==> src/rtl/circular_op_stepper_pkg.sv <==
// Shared step-direction, FSM-state and quadrant types for the circular stepper.
package circular_op_stepper_pkg;

  // Per-axis step direction; NEG encodes -1 in two's complement
  typedef enum logic [1:0] {
    DIR_NONE = 2'b00,
    DIR_POS  = 2'b01,
    DIR_NEG  = 2'b11
  } StepDir_t;

  // Stepper control states
  typedef enum logic [1:0] {
    IDLE = 2'b00,
    INIT = 2'b01,
    STEP = 2'b10,
    DONE = 2'b11
  } StepperState_t;

  // Centre-relative quadrant; the origin is folded into QUAD_1
  typedef enum logic [1:0] {
    QUAD_1 = 2'b00,
    QUAD_2 = 2'b01,
    QUAD_3 = 2'b10,
    QUAD_4 = 2'b11
  } PosQuadrant_t;

endpackage

==> src/rtl/circular_step_chooser.sv <==
// Combinational single-step chooser: decodes the quadrant, forms both candidate
// radial errors and picks the axis whose move keeps |x^2+y^2-r^2| smallest.
module circular_step_chooser
  import circular_op_stepper_pkg::*;
#(
  parameter int unsigned NUM_BITS = 8,
  parameter int unsigned ERR_BITS = 2 * NUM_BITS + 3
) (
  input  logic                       is_cw,
  input  logic signed [NUM_BITS-1:0] x,
  input  logic signed [NUM_BITS-1:0] y,
  input  logic signed [ERR_BITS-1:0] err,
  output StepDir_t                   step_x,
  output StepDir_t                   step_y,
  output logic signed [ERR_BITS-1:0] next_err
);

  localparam int unsigned EXT_BITS = ERR_BITS - NUM_BITS;
  localparam logic signed [ERR_BITS-1:0] L_ONE = ERR_BITS'(1);

  logic                       w_x_neg, w_x_zero, w_x_pos;
  logic                       w_y_neg, w_y_zero, w_y_pos;
  PosQuadrant_t               w_quad;
  logic                       w_sx_neg, w_sy_neg;
  logic signed [ERR_BITS-1:0] w_x_ext, w_y_ext;
  logic signed [ERR_BITS-1:0] w_ex, w_ey;
  logic        [ERR_BITS-1:0] w_abs_ex, w_abs_ey;

  assign w_x_neg  = x[NUM_BITS-1];
  assign w_x_zero = (x == '0);
  assign w_x_pos  = !w_x_neg && !w_x_zero;
  assign w_y_neg  = y[NUM_BITS-1];
  assign w_y_zero = (y == '0);
  assign w_y_pos  = !w_y_neg && !w_y_zero;

  assign w_x_ext = $signed({{EXT_BITS{x[NUM_BITS-1]}}, x});
  assign w_y_ext = $signed({{EXT_BITS{y[NUM_BITS-1]}}, y});

  // Quadrant decode, with the origin treated as Q1
  always_comb begin
    w_quad = QUAD_4;
    if ((w_x_pos && !w_y_neg) || (w_x_zero && w_y_zero)) begin
      w_quad = QUAD_1;
    end else if (!w_x_pos && w_y_pos) begin
      w_quad = QUAD_2;
    end else if (w_x_neg && !w_y_pos) begin
      w_quad = QUAD_3;
    end
  end

  // Candidate move signs: CCW table per quadrant, inverted for CW
  always_comb begin
    w_sx_neg = 1'b0;
    w_sy_neg = 1'b0;
    case (w_quad)
      QUAD_1:  begin w_sx_neg = 1'b1; w_sy_neg = 1'b0; end
      QUAD_2:  begin w_sx_neg = 1'b1; w_sy_neg = 1'b1; end
      QUAD_3:  begin w_sx_neg = 1'b0; w_sy_neg = 1'b1; end
      default: begin w_sx_neg = 1'b0; w_sy_neg = 1'b0; end
    endcase
    w_sx_neg = w_sx_neg ^ is_cw;
    w_sy_neg = w_sy_neg ^ is_cw;
  end

  // Radial error after each candidate: err + 2*s*coord + 1
  always_comb begin
    w_ex = w_sx_neg ? (err - (w_x_ext <<< 1) + L_ONE) : (err + (w_x_ext <<< 1) + L_ONE);
    w_ey = w_sy_neg ? (err - (w_y_ext <<< 1) + L_ONE) : (err + (w_y_ext <<< 1) + L_ONE);
    w_abs_ex = w_ex[ERR_BITS-1] ? ERR_BITS'(-w_ex) : ERR_BITS'(w_ex);
    w_abs_ey = w_ey[ERR_BITS-1] ? ERR_BITS'(-w_ey) : ERR_BITS'(w_ey);
  end

  // Axis selection; ties go to X
  always_comb begin
    step_x   = DIR_NONE;
    step_y   = DIR_NONE;
    next_err = w_ey;
    if (w_abs_ex <= w_abs_ey) begin
      step_x   = w_sx_neg ? DIR_NEG : DIR_POS;
      next_err = w_ex;
    end else begin
      step_y   = w_sy_neg ? DIR_NEG : DIR_POS;
    end
  end

endmodule

==> src/rtl/circular_op_stepper.sv <==
// Circular arc stepper: accepts one arc command and emits num_steps taxicab
// unit steps over a valid/ready handshake, tracking the centre-relative position.
module circular_op_stepper
  import circular_op_stepper_pkg::*;
#(
  parameter  int unsigned NUM_BITS  = 8,
  localparam int unsigned STEP_BITS = NUM_BITS + 3,
  localparam int unsigned ERR_BITS  = 2 * NUM_BITS + 3
) (
  input  logic                        clk,
  input  logic                        reset,
  input  logic                        cmd_valid,
  output logic                        cmd_ready,
  input  logic                        is_cw,
  input  logic signed [NUM_BITS-1:0]  start_x,
  input  logic signed [NUM_BITS-1:0]  start_y,
  input  logic        [NUM_BITS-1:0]  r,
  input  logic        [STEP_BITS-1:0] num_steps,
  output logic                        step_valid,
  input  logic                        step_ready,
  output StepDir_t                    step_x,
  output StepDir_t                    step_y,
  output logic signed [NUM_BITS-1:0]  cur_x,
  output logic signed [NUM_BITS-1:0]  cur_y,
  output logic                        busy,
  output logic                        done
);

  localparam int unsigned EXT_BITS = ERR_BITS - NUM_BITS;

  StepperState_t              r_state, w_next_state;
  logic                       r_is_cw;
  logic        [NUM_BITS-1:0] r_radius;
  logic       [STEP_BITS-1:0] r_count;
  logic signed [ERR_BITS-1:0] r_err;
  logic signed [NUM_BITS-1:0] r_cur_x, r_cur_y;

  StepDir_t                   w_step_x, w_step_y;
  logic signed [ERR_BITS-1:0] w_next_err;
  logic signed [ERR_BITS-1:0] w_x_ext, w_y_ext, w_r_ext, w_init_err;
  logic signed [NUM_BITS-1:0] w_next_x, w_next_y;
  logic                       w_handshake;

  circular_step_chooser #(
    .NUM_BITS (NUM_BITS),
    .ERR_BITS (ERR_BITS)
  ) u_chooser (
    .is_cw    (r_is_cw),
    .x        (r_cur_x),
    .y        (r_cur_y),
    .err      (r_err),
    .step_x   (w_step_x),
    .step_y   (w_step_y),
    .next_err (w_next_err)
  );

  // Starting radial error from the freshly loaded position and radius
  always_comb begin
    w_x_ext    = $signed({{EXT_BITS{r_cur_x[NUM_BITS-1]}}, r_cur_x});
    w_y_ext    = $signed({{EXT_BITS{r_cur_y[NUM_BITS-1]}}, r_cur_y});
    w_r_ext    = $signed({{EXT_BITS{1'b0}}, r_radius});
    w_init_err = (w_x_ext * w_x_ext) + (w_y_ext * w_y_ext) - (w_r_ext * w_r_ext);
  end

  // Position after applying the chosen unit step
  always_comb begin
    w_next_x = r_cur_x;
    w_next_y = r_cur_y;
    case (w_step_x)
      DIR_POS: w_next_x = r_cur_x + NUM_BITS'(1);
      DIR_NEG: w_next_x = r_cur_x - NUM_BITS'(1);
      default: w_next_x = r_cur_x;
    endcase
    case (w_step_y)
      DIR_POS: w_next_y = r_cur_y + NUM_BITS'(1);
      DIR_NEG: w_next_y = r_cur_y - NUM_BITS'(1);
      default: w_next_y = r_cur_y;
    endcase
  end

  assign w_handshake = (r_state == STEP) && step_ready;

  // State register
  always_ff @(posedge clk or negedge reset) begin
    if (!reset) begin
      r_state <= IDLE;
    end else begin
      r_state <= w_next_state;
    end
  end

  // Next-state and control outputs
  always_comb begin
    w_next_state = r_state;
    cmd_ready    = 1'b0;
    step_valid   = 1'b0;
    step_x       = DIR_NONE;
    step_y       = DIR_NONE;
    busy         = 1'b1;
    done         = 1'b0;
    case (r_state)
      IDLE: begin
        cmd_ready = 1'b1;
        busy      = 1'b0;
        if (cmd_valid) begin
          w_next_state = INIT;
        end
      end
      INIT: begin
        w_next_state = (r_count == '0) ? DONE : STEP;
      end
      STEP: begin
        step_valid = 1'b1;
        step_x     = w_step_x;
        step_y     = w_step_y;
        if (step_ready && (r_count == STEP_BITS'(1))) begin
          w_next_state = DONE;
        end
      end
      default: begin
        done         = 1'b1;
        w_next_state = IDLE;
      end
    endcase
  end

  // Command latch, error init and per-step datapath update
  always_ff @(posedge clk or negedge reset) begin
    if (!reset) begin
      r_is_cw  <= 1'b0;
      r_radius <= '0;
      r_count  <= '0;
      r_err    <= '0;
      r_cur_x  <= '0;
      r_cur_y  <= '0;
    end else begin
      if ((r_state == IDLE) && cmd_valid) begin
        r_is_cw  <= is_cw;
        r_radius <= r;
        r_count  <= num_steps;
        r_cur_x  <= start_x;
        r_cur_y  <= start_y;
      end else if (r_state == INIT) begin
        r_err <= w_init_err;
      end else if (w_handshake) begin
        r_cur_x <= w_next_x;
        r_cur_y <= w_next_y;
        r_err   <= w_next_err;
        r_count <= r_count - STEP_BITS'(1);
      end
    end
  end

  assign cur_x = r_cur_x;
  assign cur_y = r_cur_y;

endmodule

==> config.mk <==
export PLATFORM = sky130hd
export DESIGN_NAME = circular_op_stepper
export DESIGN_NICKNAME = d
export VERILOG_FILES = /design/src/rtl/circular_op_stepper_pkg.sv /design/src/rtl/circular_step_chooser.sv /design/src/rtl/circular_op_stepper.sv
export SDC_FILE = /design/constraint.sdc
export NUM_CORES = 1
export LEC_CHECK = 0
export CAP_MARGIN = 20
export CORE_MARGIN = 5
export CORE_UTILIZATION = 40
export CTS_BUF_LIST = sky130_fd_sc_hd__clkbuf_4 sky130_fd_sc_hd__clkbuf_8
export CTS_CLUSTER_SIZE = 40
export DETAILED_ROUTE_END_ITERATION = 6
export PLACE_DENSITY = 0.61
export RECOVER_POWER = 100
export SLEW_MARGIN = 0
export SYNTH_ARGS = -nofsm -noshare
export SYNTH_HDL_FRONTEND = slang
export SYNTH_HIERARCHICAL = 1
export SYNTH_SLANG_ARGS = --single-unit
==> constraint.sdc <==
create_clock -name clk -period 12.15 [get_ports clk]
set_input_delay 2.43 -clock clk [delete_from_list [all_inputs] [get_ports clk]]
set_output_delay 2.43 -clock clk [all_outputs]
set_load 0.01 [all_outputs]
==> results.cfg <==
[floorplan]
die_area_mm2 = 0.0441
start_util_pct = 40.4
ios = 64
dieWidth_um = 210
core_mm2 = 0.0396
die_y_um = 210
core.rowCount = 73

[final_layout]
num-nets-final = 2393
antenna_cells = 0
nFillCells = 4029
area_growth_pct = 8.79
layout-drive-gt1-share_pct = 4.67
finalNonFillerCells = 2472

[logic_synthesis]
yosysSeqAreaShare_pct = 8.91
synth_top_cell_area_share_pct = 21.0
synth_area_mm2 = 0.0160
synth_nets = 2346
syn_inst = 1895
ys.flop_type = dfrtp_1
yosysTopAreaCell = fa_1
async_flop_share_pct = 100
yosysMostFrequentCell = inv_1
synth_top_cells_by_area = fa_1 (21%), ha_1 (19%), dfrtp_1 (8.9%)
yosysWarnings = 6
synth_common_cells = inv_1 (252), ha_1 (243), fa_1 (168)
synth_edf_count = 0
ys_ff_latch = 57
syn_avg_cell_area_um2 = 8.45
synth_cell_types = 98

[critical_path]
r2r-start = r_radius[5]$_DFFE_PN0P_
critPathTopFamily = compound AO/OA/AOI/OAI gates
rrSetupSlack_ns = 2.74
critPathLaunchType = register
critPathMaxFanout = 24
required_ns = 9.72
crit_top_cell = o21ai_0
critPathMaxStageDelay_ns = 0.78
worstSetupPathType = reg2out
cp_num_buf_inv = 3
worstReg2RegEnd = r_err[17]$_DFFE_PN0P_
r2r_cells = 29
cp-end-kind = output port
cp_data_arrival_time_ns = 7.91
crit_slowest_cell = a31oi_4

[clock_tree]
ctsHoldBuffers = 0
ctsLongestPathBuffers = 2
tritoncts = yes
clk_pin_slew_ns = 0.09
cts_sinks = 57
cts_buffers = 9
post_cts_buffers = 0
clock_latency_ns = 0.39
root_buffer = clkbuf_8
htreeDepth = 3
post_cts_resized = 0

[routing]
routedWlPerCell_um = 17.3
drc_errors = 0
drt-vias-per-instance = 5.37
ant_nets = 0
drtIter0Drc = 796
wl_mm = 42.8
num_vias = 13300
drtPass1Iterations = 5

[place]
portBuffers = 63
dp_hpwl_mm = 35.5
dpl.cell_count = 2456
gp_congestion = 0.889

[global_routing]
grt_pass1_wl_mm = 70.2
grt_pass1_vias = 13700
track_usage_pct = 19.4
gr-total-overflow = 0
grt_max_degree = 58
antenna_found_initial = 1

[job]
cap_viol_max_count = 5

[timing]
max_freq_mhz = 96.7
drv_slew = 208
fin_crit_sh_pct = 85.1
setup-tns-final_ns = 0
worst_slew_pin_slew_ns = 3.39
max_slew_margin_pct = -126
finalSetupViolations = 0
rsz0062_at_grt = false
hold_viol_final = 0
min_period_ns = 10.34
fin_worst_skew_ns = 0.0229

[outcome]
violations = max-capacitance violations, max-slew violations
outcome = finished, violations left

[min_path]
hold_path_class = reg2reg
worstHoldStart = r_count[9]$_DFFE_PN0P_
hold_end = r_count[9]$_DFFE_PN0P_
worst_hold_path.num_cells = 2
-- layout make-up --
| cell class | instances | area (µm²) | area share, % |
|---|---|---|---|
| Clock buffer | 9 | 124 | 0.711 |
| Clock inverter | 7 | 77.6 | 0.445 |
| Inverter | 252 | 946 | 5.43 |
| Multi-Input combinational cell | 1540 | 13500 | 77.2 |
| Sequential cell | 57 | 1430 | 8.19 |
| Tap cell | 525 | 657 | 3.77 |
| Timing Repair Buffer | 82 | 734 | 4.22 |
-- kinds of logic after synthesis --
logic type,count (synthesis),synth area share (%)
AOI/OAI and AO/OA,421,17.0
xor gates and xnor gates,134,7.38
adders and majority gates,411,40.0
buffers and inverters,298,7.21
DFF,57,8.91
muxes,41,2.62
and+or+nand+nor,533,16.9
-- worst reg2reg max path, delay by kind of cell (launching register included) --
| family | cells | cell delay [ns] |
|---|---|---|
| AOI/OAI and AO/OA | 8 | 1.43 |
| xor gates and xnor gates | 2 | 0.70 |
| adders and majority gates | 12 | 5.76 |
| buffers and inverters | 5 | 0.41 |
| DFF | 1 | 0.53 |
| and+or+nand+nor | 2 | 0.44 |
-- how the worst max path moves through the flow --
stage | endpoint | startpoint | slack (ns) | cells past startpoint
final | step_y[1] | cur_x[0]$_DFFE_PN0P_ | 1.81 | 28
after global routing | step_y[1] | cur_x[0]$_DFFE_PN0P_ | 1.32 | 28
after CTS | step_y[1] | cur_x[1]$_DFFE_PN0P_ | 2.22 | 27
after detailed placement | step_y[1] | cur_x[1]$_DFFE_PN0P_ | 2.69 | 27
after global placement | step_x[0] | cur_x[6]$_DFFE_PN0P_ | 2.77 | 28
after floorplan | r_err[16]$_DFFE_PN0P_ | r_radius[5]$_DFFE_PN0P_ | 3.58 | 30
-- sequential cells by signal, summed over array words and instances, names as in the netlist --
register and flops:
r_err 19, r_radius 8, cur_x 8, r_count 11
cur_y 8, r_state 2, r_is_cw 1
-- layer usage --
metal | up-vias | global-route usage (%) | routed length, µm
li1 | 6529 | - | -
met1 | 6457 | 24.3 | 18800
met2 | 232 | 35.4 | 21800
met3 | 60 | 2.77 | 1400
met4 | 2 | 4.88 | 908
met5 | - | 0 | 13
-- cell usage in the layout, fill, tap and decap left out, types with 12 or more instances in the layout --
master and count:
fa_1 168, nand2_1 143, xor2_1 46, nor2b_1 36, xnor2_1 86, ha_1 243, clkdlybuf4s50_1 45, o211ai_1 13
a211oi_1 19, inv_1 252, nor2_1 134, and2_1 47, and3_1 16, nor3_1 34, a21oi_1 133, a31oi_1 13
dlygate4sd3_1 17, o21ai_1 12, a21o_1 28, dfrtp_1 57, o21ai_0 94, nand3_1 27, o21bai_1 15, mux2i_1 34
-- through the flow --
stage               hold slack (ns)  worst slack (ns)  utilization [%]  cell area [µm²]
floorplan                     0.471              3.58                -            16000
global placement              0.493              2.77             43.5            17300
detailed placement            0.501              2.69             43.5            17300
CTS                           0.520              2.22             44.0            17500
global route                  0.542              1.32             43.9            17400
finish                        0.524              1.81             43.9            17400
Power is not shown: default switching activity piles up to over one toggle a cycle in this logic, so the estimate is an artifact.
